--- src/rtl/trb_port_scheduler_pkg.sv ---
// Shared constants and types for the trace buffer port scheduler.
// Provides default RAM geometry and the read-response owner tag.
package trb_port_scheduler_pkg;

    localparam int TRB_DEPTH = 64;
    localparam int TRB_WIDTH = 32;

    typedef enum logic {
        OWN_LOG  = 1'b0,
        OWN_HOST = 1'b1
    } rd_owner_t;

endpackage

--- src/rtl/trb_port_scheduler_if.sv ---
// Bundle of logger, host and RAM-side signals around the scheduler.
// slave: scheduler view; master: logger/host/RAM environment view.
interface trb_port_scheduler_if #(
    parameter int DEPTH = 64,
    parameter int WIDTH = 32
);
    localparam int ADDR_W = $clog2(DEPTH);

    logic              MODE_I;
    logic              CLEAR_I;
    logic              RW_TURN_O;
    logic              WRITE_I;
    logic [ADDR_W-1:0] WRITE_PTR_I;
    logic [WIDTH-1:0]  WDATA_I;
    logic              WRITE_ALLOW_O;
    logic              LOG_READ_I;
    logic [ADDR_W-1:0] READ_PTR_I;
    logic              READ_ALLOW_O;
    logic [WIDTH-1:0]  LOG_RDATA_O;
    logic              LOG_RVALID_O;
    logic              HOST_REQ_I;
    logic [ADDR_W-1:0] HOST_ADDR_I;
    logic              HOST_GNT_O;
    logic [WIDTH-1:0]  HOST_RDATA_O;
    logic              HOST_RVALID_O;
    logic              MEM_EN_O;
    logic              MEM_WE_O;
    logic [ADDR_W-1:0] MEM_ADDR_O;
    logic [WIDTH-1:0]  MEM_WDATA_O;
    logic [WIDTH-1:0]  MEM_RDATA_I;

    modport slave (
        input  MODE_I, CLEAR_I,
        input  WRITE_I, WRITE_PTR_I, WDATA_I,
        input  LOG_READ_I, READ_PTR_I,
        input  HOST_REQ_I, HOST_ADDR_I,
        input  MEM_RDATA_I,
        output RW_TURN_O, WRITE_ALLOW_O, READ_ALLOW_O,
        output LOG_RDATA_O, LOG_RVALID_O,
        output HOST_GNT_O, HOST_RDATA_O, HOST_RVALID_O,
        output MEM_EN_O, MEM_WE_O, MEM_ADDR_O, MEM_WDATA_O
    );

    modport master (
        output MODE_I, CLEAR_I,
        output WRITE_I, WRITE_PTR_I, WDATA_I,
        output LOG_READ_I, READ_PTR_I,
        output HOST_REQ_I, HOST_ADDR_I,
        output MEM_RDATA_I,
        input  RW_TURN_O, WRITE_ALLOW_O, READ_ALLOW_O,
        input  LOG_RDATA_O, LOG_RVALID_O,
        input  HOST_GNT_O, HOST_RDATA_O, HOST_RVALID_O,
        input  MEM_EN_O, MEM_WE_O, MEM_ADDR_O, MEM_WDATA_O
    );

endinterface

--- src/rtl/trb_port_scheduler_occ.sv ---
// Word-occupancy counter for the trace buffer (0..DEPTH).
// Ports: i_clk, i_rst_n, i_inc, i_dec, i_clear, i_mode -> o_wr_allow, o_empty.
module trb_occupancy_counter #(
    parameter int DEPTH = 64
) (
    input  logic i_clk,
    input  logic i_rst_n,
    input  logic i_inc,
    input  logic i_dec,
    input  logic i_clear,
    input  logic i_mode,
    output logic o_wr_allow,
    output logic o_empty
);
    localparam int CNT_W = $clog2(DEPTH) + 1;

    logic [CNT_W-1:0] r_cnt;
    logic             w_full;

    assign w_full     = (r_cnt == CNT_W'(DEPTH));
    assign o_empty    = (r_cnt == '0);
    // Trace mode always accepts; a write into a full ring overwrites.
    assign o_wr_allow = i_mode ? ~w_full : 1'b1;

    always_ff @(posedge i_clk) begin
        if (!i_rst_n) begin
            r_cnt <= '0;
        end else if (i_clear) begin
            r_cnt <= '0;
        end else if (i_inc) begin
            if (!w_full) r_cnt <= r_cnt + 1'b1;
        end else if (i_dec) begin
            r_cnt <= r_cnt - 1'b1;
        end
    end

endmodule

--- src/rtl/trb_port_scheduler.sv ---
// Shares one single-port trace RAM between logger writes, logger reads
// and host reads. Ports: CLK_I, RST_NI, bus (trb_port_scheduler_if.slave).
module trb_port_scheduler
    import trb_port_scheduler_pkg::*;
#(
    parameter int DEPTH = TRB_DEPTH,
    parameter int WIDTH = TRB_WIDTH
) (
    input  logic                 CLK_I,
    input  logic                 RST_NI,
    trb_port_scheduler_if.slave  bus
);
    logic             r_turn;
    rd_owner_t        r_rr;
    rd_owner_t        r_tag;
    logic             r_rsp_vld;
    logic [WIDTH-1:0] r_log_hold;
    logic [WIDTH-1:0] r_host_hold;

    logic w_wr_allow;
    logic w_empty;
    logic w_write;
    logic w_req_log;
    logic w_req_host;
    logic w_gnt_log;
    logic w_gnt_host;
    logic w_log_rv;
    logic w_host_rv;

    trb_occupancy_counter #(
        .DEPTH(DEPTH)
    ) u_occ (
        .i_clk      (CLK_I),
        .i_rst_n    (RST_NI),
        .i_inc      (w_write),
        .i_dec      (w_gnt_log),
        .i_clear    (bus.CLEAR_I),
        .i_mode     (bus.MODE_I),
        .o_wr_allow (w_wr_allow),
        .o_empty    (w_empty)
    );

    // Requests are masked while reset is held so nothing reaches the RAM.
    assign w_write    = RST_NI & r_turn & bus.WRITE_I & w_wr_allow;
    assign w_req_log  = RST_NI & ~r_turn & bus.LOG_READ_I & ~w_empty;
    assign w_req_host = RST_NI & ~r_turn & bus.HOST_REQ_I;

    // On contention the side not named by r_rr wins.
    assign w_gnt_host = w_req_host & (~w_req_log | (r_rr == OWN_LOG));
    assign w_gnt_log  = w_req_log & ~w_gnt_host;

    assign w_log_rv  = RST_NI & r_rsp_vld & (r_tag == OWN_LOG);
    assign w_host_rv = RST_NI & r_rsp_vld & (r_tag == OWN_HOST);

    assign bus.RW_TURN_O     = r_turn;
    assign bus.WRITE_ALLOW_O = w_wr_allow;
    assign bus.READ_ALLOW_O  = ~w_empty;
    assign bus.HOST_GNT_O    = w_gnt_host;

    assign bus.MEM_EN_O    = w_write | w_gnt_log | w_gnt_host;
    assign bus.MEM_WE_O    = w_write;
    assign bus.MEM_WDATA_O = bus.WDATA_I;
    assign bus.MEM_ADDR_O  = r_turn     ? bus.WRITE_PTR_I :
                             w_gnt_host ? bus.HOST_ADDR_I :
                                          bus.READ_PTR_I;

    assign bus.LOG_RVALID_O  = w_log_rv;
    assign bus.HOST_RVALID_O = w_host_rv;
    // Read data is forwarded in the response cycle and held afterwards.
    assign bus.LOG_RDATA_O  = !RST_NI  ? '0 :
                              w_log_rv ? bus.MEM_RDATA_I : r_log_hold;
    assign bus.HOST_RDATA_O = !RST_NI   ? '0 :
                              w_host_rv ? bus.MEM_RDATA_I : r_host_hold;

    always_ff @(posedge CLK_I) begin
        if (!RST_NI) begin
            r_turn      <= 1'b1;
            r_rr        <= OWN_LOG;
            r_tag       <= OWN_LOG;
            r_rsp_vld   <= 1'b0;
            r_log_hold  <= '0;
            r_host_hold <= '0;
        end else begin
            r_turn    <= ~r_turn;
            r_rsp_vld <= w_gnt_log | w_gnt_host;
            r_tag     <= w_gnt_host ? OWN_HOST : OWN_LOG;
            if (bus.CLEAR_I) begin
                r_rr <= OWN_LOG;
            end else if (w_gnt_host) begin
                r_rr <= OWN_HOST;
            end else if (w_gnt_log) begin
                r_rr <= OWN_LOG;
            end
            if (w_log_rv)  r_log_hold  <= bus.MEM_RDATA_I;
            if (w_host_rv) r_host_hold <= bus.MEM_RDATA_I;
        end
    end

endmodule

--- src/flat_wrapper.sv ---
// flat-port wrapper written by rule: the top's interface ports become plain ports
module trb_port_scheduler_flat import trb_port_scheduler_pkg::*;
#(
    parameter int DEPTH = TRB_DEPTH,
    parameter int WIDTH = TRB_WIDTH
)
  (CLK_I, RST_NI, bus_MODE_I, bus_CLEAR_I, bus_WRITE_I, bus_WRITE_PTR_I, bus_WDATA_I, bus_LOG_READ_I, bus_READ_PTR_I, bus_HOST_REQ_I, bus_HOST_ADDR_I, bus_MEM_RDATA_I, bus_RW_TURN_O, bus_WRITE_ALLOW_O, bus_READ_ALLOW_O, bus_LOG_RDATA_O, bus_LOG_RVALID_O, bus_HOST_GNT_O, bus_HOST_RDATA_O, bus_HOST_RVALID_O, bus_MEM_EN_O, bus_MEM_WE_O, bus_MEM_ADDR_O, bus_MEM_WDATA_O);
  trb_port_scheduler_if #(.DEPTH(DEPTH), .WIDTH(WIDTH)) bus_i ();
  input  logic CLK_I;
  input  logic RST_NI;
  input wire logic [$bits(bus_i.MODE_I)-1:0] bus_MODE_I;
  input wire logic [$bits(bus_i.CLEAR_I)-1:0] bus_CLEAR_I;
  input wire logic [$bits(bus_i.WRITE_I)-1:0] bus_WRITE_I;
  input wire logic [$bits(bus_i.WRITE_PTR_I)-1:0] bus_WRITE_PTR_I;
  input wire logic [$bits(bus_i.WDATA_I)-1:0] bus_WDATA_I;
  input wire logic [$bits(bus_i.LOG_READ_I)-1:0] bus_LOG_READ_I;
  input wire logic [$bits(bus_i.READ_PTR_I)-1:0] bus_READ_PTR_I;
  input wire logic [$bits(bus_i.HOST_REQ_I)-1:0] bus_HOST_REQ_I;
  input wire logic [$bits(bus_i.HOST_ADDR_I)-1:0] bus_HOST_ADDR_I;
  input wire logic [$bits(bus_i.MEM_RDATA_I)-1:0] bus_MEM_RDATA_I;
  output wire logic [$bits(bus_i.RW_TURN_O)-1:0] bus_RW_TURN_O;
  output wire logic [$bits(bus_i.WRITE_ALLOW_O)-1:0] bus_WRITE_ALLOW_O;
  output wire logic [$bits(bus_i.READ_ALLOW_O)-1:0] bus_READ_ALLOW_O;
  output wire logic [$bits(bus_i.LOG_RDATA_O)-1:0] bus_LOG_RDATA_O;
  output wire logic [$bits(bus_i.LOG_RVALID_O)-1:0] bus_LOG_RVALID_O;
  output wire logic [$bits(bus_i.HOST_GNT_O)-1:0] bus_HOST_GNT_O;
  output wire logic [$bits(bus_i.HOST_RDATA_O)-1:0] bus_HOST_RDATA_O;
  output wire logic [$bits(bus_i.HOST_RVALID_O)-1:0] bus_HOST_RVALID_O;
  output wire logic [$bits(bus_i.MEM_EN_O)-1:0] bus_MEM_EN_O;
  output wire logic [$bits(bus_i.MEM_WE_O)-1:0] bus_MEM_WE_O;
  output wire logic [$bits(bus_i.MEM_ADDR_O)-1:0] bus_MEM_ADDR_O;
  output wire logic [$bits(bus_i.MEM_WDATA_O)-1:0] bus_MEM_WDATA_O;
  assign bus_i.MODE_I = bus_MODE_I;
  assign bus_i.CLEAR_I = bus_CLEAR_I;
  assign bus_i.WRITE_I = bus_WRITE_I;
  assign bus_i.WRITE_PTR_I = bus_WRITE_PTR_I;
  assign bus_i.WDATA_I = bus_WDATA_I;
  assign bus_i.LOG_READ_I = bus_LOG_READ_I;
  assign bus_i.READ_PTR_I = bus_READ_PTR_I;
  assign bus_i.HOST_REQ_I = bus_HOST_REQ_I;
  assign bus_i.HOST_ADDR_I = bus_HOST_ADDR_I;
  assign bus_i.MEM_RDATA_I = bus_MEM_RDATA_I;
  assign bus_RW_TURN_O = bus_i.RW_TURN_O;
  assign bus_WRITE_ALLOW_O = bus_i.WRITE_ALLOW_O;
  assign bus_READ_ALLOW_O = bus_i.READ_ALLOW_O;
  assign bus_LOG_RDATA_O = bus_i.LOG_RDATA_O;
  assign bus_LOG_RVALID_O = bus_i.LOG_RVALID_O;
  assign bus_HOST_GNT_O = bus_i.HOST_GNT_O;
  assign bus_HOST_RDATA_O = bus_i.HOST_RDATA_O;
  assign bus_HOST_RVALID_O = bus_i.HOST_RVALID_O;
  assign bus_MEM_EN_O = bus_i.MEM_EN_O;
  assign bus_MEM_WE_O = bus_i.MEM_WE_O;
  assign bus_MEM_ADDR_O = bus_i.MEM_ADDR_O;
  assign bus_MEM_WDATA_O = bus_i.MEM_WDATA_O;
  trb_port_scheduler #(.DEPTH(DEPTH), .WIDTH(WIDTH)) u_core (.CLK_I(CLK_I), .RST_NI(RST_NI), .bus(bus_i));
endmodule
--- config.mk ---
export PLATFORM = sky130hd
export DESIGN_NAME = trb_port_scheduler_flat
export DESIGN_NICKNAME = d
export VERILOG_FILES = /design/src/rtl/trb_port_scheduler_pkg.sv /design/src/rtl/trb_port_scheduler_if.sv /design/src/rtl/trb_port_scheduler_occ.sv /design/src/rtl/trb_port_scheduler.sv /design/src/flat_wrapper.sv
export SDC_FILE = /design/constraint.sdc
export NUM_CORES = 1
export LEC_CHECK = 0
export CAP_MARGIN = 20
export CORE_ASPECT_RATIO = 1.1
export CORE_MARGIN = 3
export CORE_UTILIZATION = 30
export CTS_CLUSTER_DIAMETER = 50
export DETAILED_ROUTE_END_ITERATION = 12
export GPL_ROUTABILITY_DRIVEN = 0
export PLACE_DENSITY = 0.66
export RECOVER_POWER = 100
export SYNTH_ARGS = -nofsm -noshare
export SYNTH_HDL_FRONTEND = slang
export SYNTH_SLANG_ARGS = --single-unit
--- constraint.sdc ---
create_clock -name CLK_I -period 7.9 [get_ports CLK_I]
set_input_delay 1.58 -clock CLK_I [delete_from_list [all_inputs] [get_ports CLK_I]]
set_output_delay 1.58 -clock CLK_I [all_outputs]
set_load 0.03 [all_outputs]
## Yosys cells after proc, flatten, opt, wreduce, memory -nomap -nowiden

Cells that the tools add are included.

- Output and inout port bits: 110
- Register bits: 75
- Input bits: 89
- Word-level logic and storage cells: 53

- Equal/unequal tests: 2
- Reductions and logical operators: 5
- Muxes and demuxes: 13
- Bitwise operators: 24
- Add/sub/neg operators: 2

Operator list:

| kind | number |
|---|---|
| $mux W32 | 4 |
| $mux W7 | 3 |
| $and A1 B1 Y1 | 12 |
| $mux W6 | 2 |
| $not A1 Y1 | 8 |
| $add A7 B1 Y7 const B | 1 |
| $eq A7 B7 Y1 const B | 1 |
| $logic_not A7 Y1 | 1 |
| $sub A7 B1 Y7 const B | 1 |
| $mux W1 | 4 |
| $or A1 B1 Y1 | 4 |
| $reduce_bool A2 Y1 | 2 |
| $ne A2 B2 Y1 const B | 1 |
| $reduce_and A2 Y1 | 1 |
| $reduce_or A2 Y1 | 1 |

## Longest topological paths before layout

- Word-level depth: 11
- Depth in mapped cells: 9
- Gate-level depth less buffers: 9

## Hierarchy

From an unflattened synthesis, not the netlist that was laid out.

- Cell total of the unflattened synthesis: 420
- Area total of the unflattened synthesis: 3,315.7 sq um

Modules (own cells, without submodules):

| module | cells an instance | area each (sq um) | sequential area each (sq um) | times used |
|---|---|---|---|---|
| trb_port_scheduler | 362 | 2,782.7 | 1,361.3 | 1 |
| trb_occupancy_counter | 58 | 533.0 | 140.1 | 1 |

## Worst setup path before layout

No wires, ideal clock.

- Path type: input to output
- Start point: input RST_NI
- End point: output bus_LOG_RDATA_O[22]
- Setup slack: 3.270 ns
- Data required time: 6.320 ns
- Arrival time: 3.050 ns
- Cell stages on the path: 7
- Path buffers: 3
- Path through: buf_4 > nand2_1 > nor2_1 > clkbuf_1 > clkbuf_1 > nand2_1 > o21ai_0

- Word-level cells in the longest chain between the ends: 4

Ends and longest elaborated chain:

| item | RTL line | source |
|---|---|---|
| start: declaration | flat_wrapper.sv:10 | `input logic RST_NI;` |
| $and A1 B1 Y1 (2 in a row) | trb_port_scheduler.sv:52 | `assign w_log_rv = RST_NI & r_rsp_vld & (r_tag == OWN_LOG);` |
| named net bus_LOG_RVALID_O | flat_wrapper.sv:25 | `output wire logic [$bits(bus_i.LOG_RVALID_O)-1:0] bus_LOG_RVALID_O;` |
| $mux W32 | trb_port_scheduler.sv:71 | `w_log_rv ? bus.MEM_RDATA_I : r_log_hold;` |
| $mux W32 | trb_port_scheduler.sv:70 | `assign bus.LOG_RDATA_O = !RST_NI ? '0 :` |
| end: declaration | flat_wrapper.sv:24 | `output wire logic [$bits(bus_i.LOG_RDATA_O)-1:0] bus_LOG_RDATA_O;` |

The timed path passes the listed nets, and every way through them passes these cells.

## Worst setup path after layout

- Start point: input RST_NI
- End point: output bus_LOG_RDATA_O[2]

- Word-level cells in the longest chain between the ends: 4

Ends and longest elaborated chain:

| item | RTL line |
|---|---|
| $and A1 B1 Y1 (2 in a row) | trb_port_scheduler.sv:52 |
| $mux W32 | trb_port_scheduler.sv:71 |
| $mux W32 * | trb_port_scheduler.sv:70 |

Every way passes the cells marked *; elsewhere a longest branch is shown, timed or not.

==> qor.csv <==
metric,value,unit
outcome,finished clean,
Yosys cell types,42,
Root Driver,clkbuf_16,
area delta synth->final,43.5,%
"Primary FF master, synth",dfxtp_1,
core area,11000,µm²
first-pass GRT wire length,13700,µm
Max Cap Viol,0,
Total GRT Usage,13.4,%
Nets,614,
critical path class,primary input to output pin,
# setup viols final,0,
"Req. time, crit path",6.32,ns
area of the multi-input gates,1480,µm²
io pins,199,
FF+latch area,1500,µm²
CTS sink count,75,
placed inst area,4580,µm²
asr flop ratio synth,0,%
hpwl dp,6250,µm
final hold viol count,0,
Synth area leader,dfxtp_1,
number of synthesized flops with an enable pin,0,
Remaining DRCs,0,
fillers,1090,
post-CTS setup buffer count,0,
average wire per standard cell,13.0,µm
antenna-violating nets left,0,
GRT overflow,0,
PostCTS Resize Cnt,0,
Iter 0 DRT Violations,129,
final worst path period need,6.06,ns
crit path launch,RST_NI,
hold-fix buffer count after cts,0,
CP arrival,4.48,ns
Static Leak,2.00,nW
ranking of synthesized cells by area,"dfxtp_1 44%, nand2_1 15%, o21ai_0 10%, buf_4 7.5%, clkbuf_1 2.3%",
Worst Skew,0.00559,ns
crit path max fanout,72,
post-synthesis adder-cell area fraction,2.81,%
Final TNS setup,0,ns
Via-to-Cell Ratio,4.57,
fmax,165,MHz
largest net degree at the start of global routing,73,
TritonCTS clock tree,built,
post-route cell area,4860,µm²
Setup WS post-layout,1.84,ns
fraction of layout cells with a size suffix above 1,5.18,%
Yosys top cell area share,44.3,%
number of global-route vias before repair,2813,
Syn Inst Count,429,
"worst slack, placed",1.93,ns
row count,40,
Max VDD drop,0.0967,mV
clock slew at reported path FFs,0.05,ns
Post-Syn Area per Cell,7.90,µm²
# H-tree levels,3,
Synth Area in Simple Gates,20.2,%
Crit. End Element,output pin,
Final Power,0.930,mW
r2r startpoint,u_core.bus.RW_TURN_O,
clk buf depth,2,
area of the mapped netlist,3390,µm²
xor/xnor share of the synthesized area,0.775,%
top-count cell post-synth,nand2_1,
IO Port Bufs,134,
list of most frequent post-synthesis cells,"137 x nand2_1, 75 x dfxtp_1, 71 x o21ai_0, 34 x buf_4, 21 x clkbuf_1",
drt total wl,8660,µm
total CTS buffers,9,
Worst-Skew Late Latency,0.32,ns
die span in y,117,µm
Hold Crit Start,u_core.r_host_hold[15],
power per cell area,191,nW/µm²
die width,107,µm
"Seq/Total Area, Yosys",44.3,%
fin. max-slew vios,0,
Post-Syn Nets,525,
Compound-Gate Fraction of Synth Area,18.5,%
fin crit share,76.8,%
CP Launch Type,primary input,
Initial Util,30.9,%
largest family of logic cells by synthesized area,simple AND/OR/NAND/NOR gates,
initial antenna violation count,0,
mux contribution to synthesized area,1.77,%
routed via count,3050,
Worst Hold Class,flop to flop,
worst-margin pin slew,1.09,ns
post-synthesis register bit count,75,
Slew Limit Headroom,27.1,%
Synth warnings,0,
drt pass-1 iters,4,
RSZ-0062 raised after global routing,false,
Die ar.,12600,µm²
ant diodes,0,
[layout make-up]
cell class	count	share of cell area, %
clock buffer	12	5.48
clock inverter	2	0.721
inverter	9	0.695
multi-input combinational	287	30.4
sequential	75	30.9
tap	147	3.78
timing repair buffer	136	28.0
[state kept, by name, summed over array words and instances, names as in the netlist]
register,cells
u_core.r_log_hold,32
u_core.u_occ.r_cnt,7
u_core.r_rr,1
u_core.r_tag,1
u_core.r_host_hold,32
u_core.r_rsp_vld,1
u_core.bus.RW_TURN_O,1
[routing by layer]
metal  share of wire, %  wire (µm)  track usage, %  vias to the layer above
li1                   -          -               -                     1568
met1                 42       3680            15.7                     1352
met2                 48       4170            22.2                      112
met3                8.2        713            4.83                       18
met4                1.2        105            4.89                        0
met5                  0          0               0                        -
[critical path, stage by stage]
cell           delay, ns
buf_2               0.08
buf_4               0.55
nand2_1             0.11
nor2_1              0.85
buf_12              0.29
nand2_1             0.07
o21ai_0             0.15
dlygate4sd3_1       0.80
[power by group]
group	internal (mW)	total (mW)	switching (mW)	leakage, nW
Combinational	0.0597	0.128	0.0683	1.24
Sequential	0.387	0.392	0.00547	0.607
Clock	0.266	0.409	0.143	0.151
[stage by stage]
stage	std cells	utilization (%)	hold WS (ns)
6_report	668	44.4	0.480
5_1_grt	668	44.4	0.510
4_1_cts	668	44.6	0.492
3_5_place_dp	654	41.8	0.478
3_3_place_gp	653	41.6	0.474
2_1_floorplan	429	-	0.466
[path summary, 6_finish.rpt]
| path | to | slack, ns | cells past startpoint |
|---|---|---|---|
| worst min-delay path | u_core.r_host_hold[15] | 0.48 | 2 |
| worst max-delay path | bus_LOG_RDATA_O[2] | 1.84 | 8 |
| worst min register to register | u_core.r_host_hold[15] | 0.48 | 2 |
| worst max register to register | u_core.u_occ.r_cnt[6] | 4.70 | 8 |
[cells in the final DEF (no fill, tap or decap), drive strengths merged, types with 2 or more instances in the layout]
master / instances
dfxtp: 75
ha: 6
nand2b: 3
nand3: 7
a31oi: 2
xnor2: 3
or3b: 3
a21o: 3
a21oi: 9
a311oi: 2
clkdlybuf4s50: 55
o21a: 4
nor3: 2
nor2: 4
inv: 9
a211oi: 4
nand2: 137
buf: 3
dlygate4sd3: 78
o21ai: 78
mux2i: 6
clkbuf: 12
[cell families after synthesis]
logic type	count (synthesis)
mux	6
xor+xnor	3
compound gates	109
fa+ha+maj	7
flops	75
buf+inv	67
simple gates	162
Note: power is estimated with default switching activity, not from simulation.
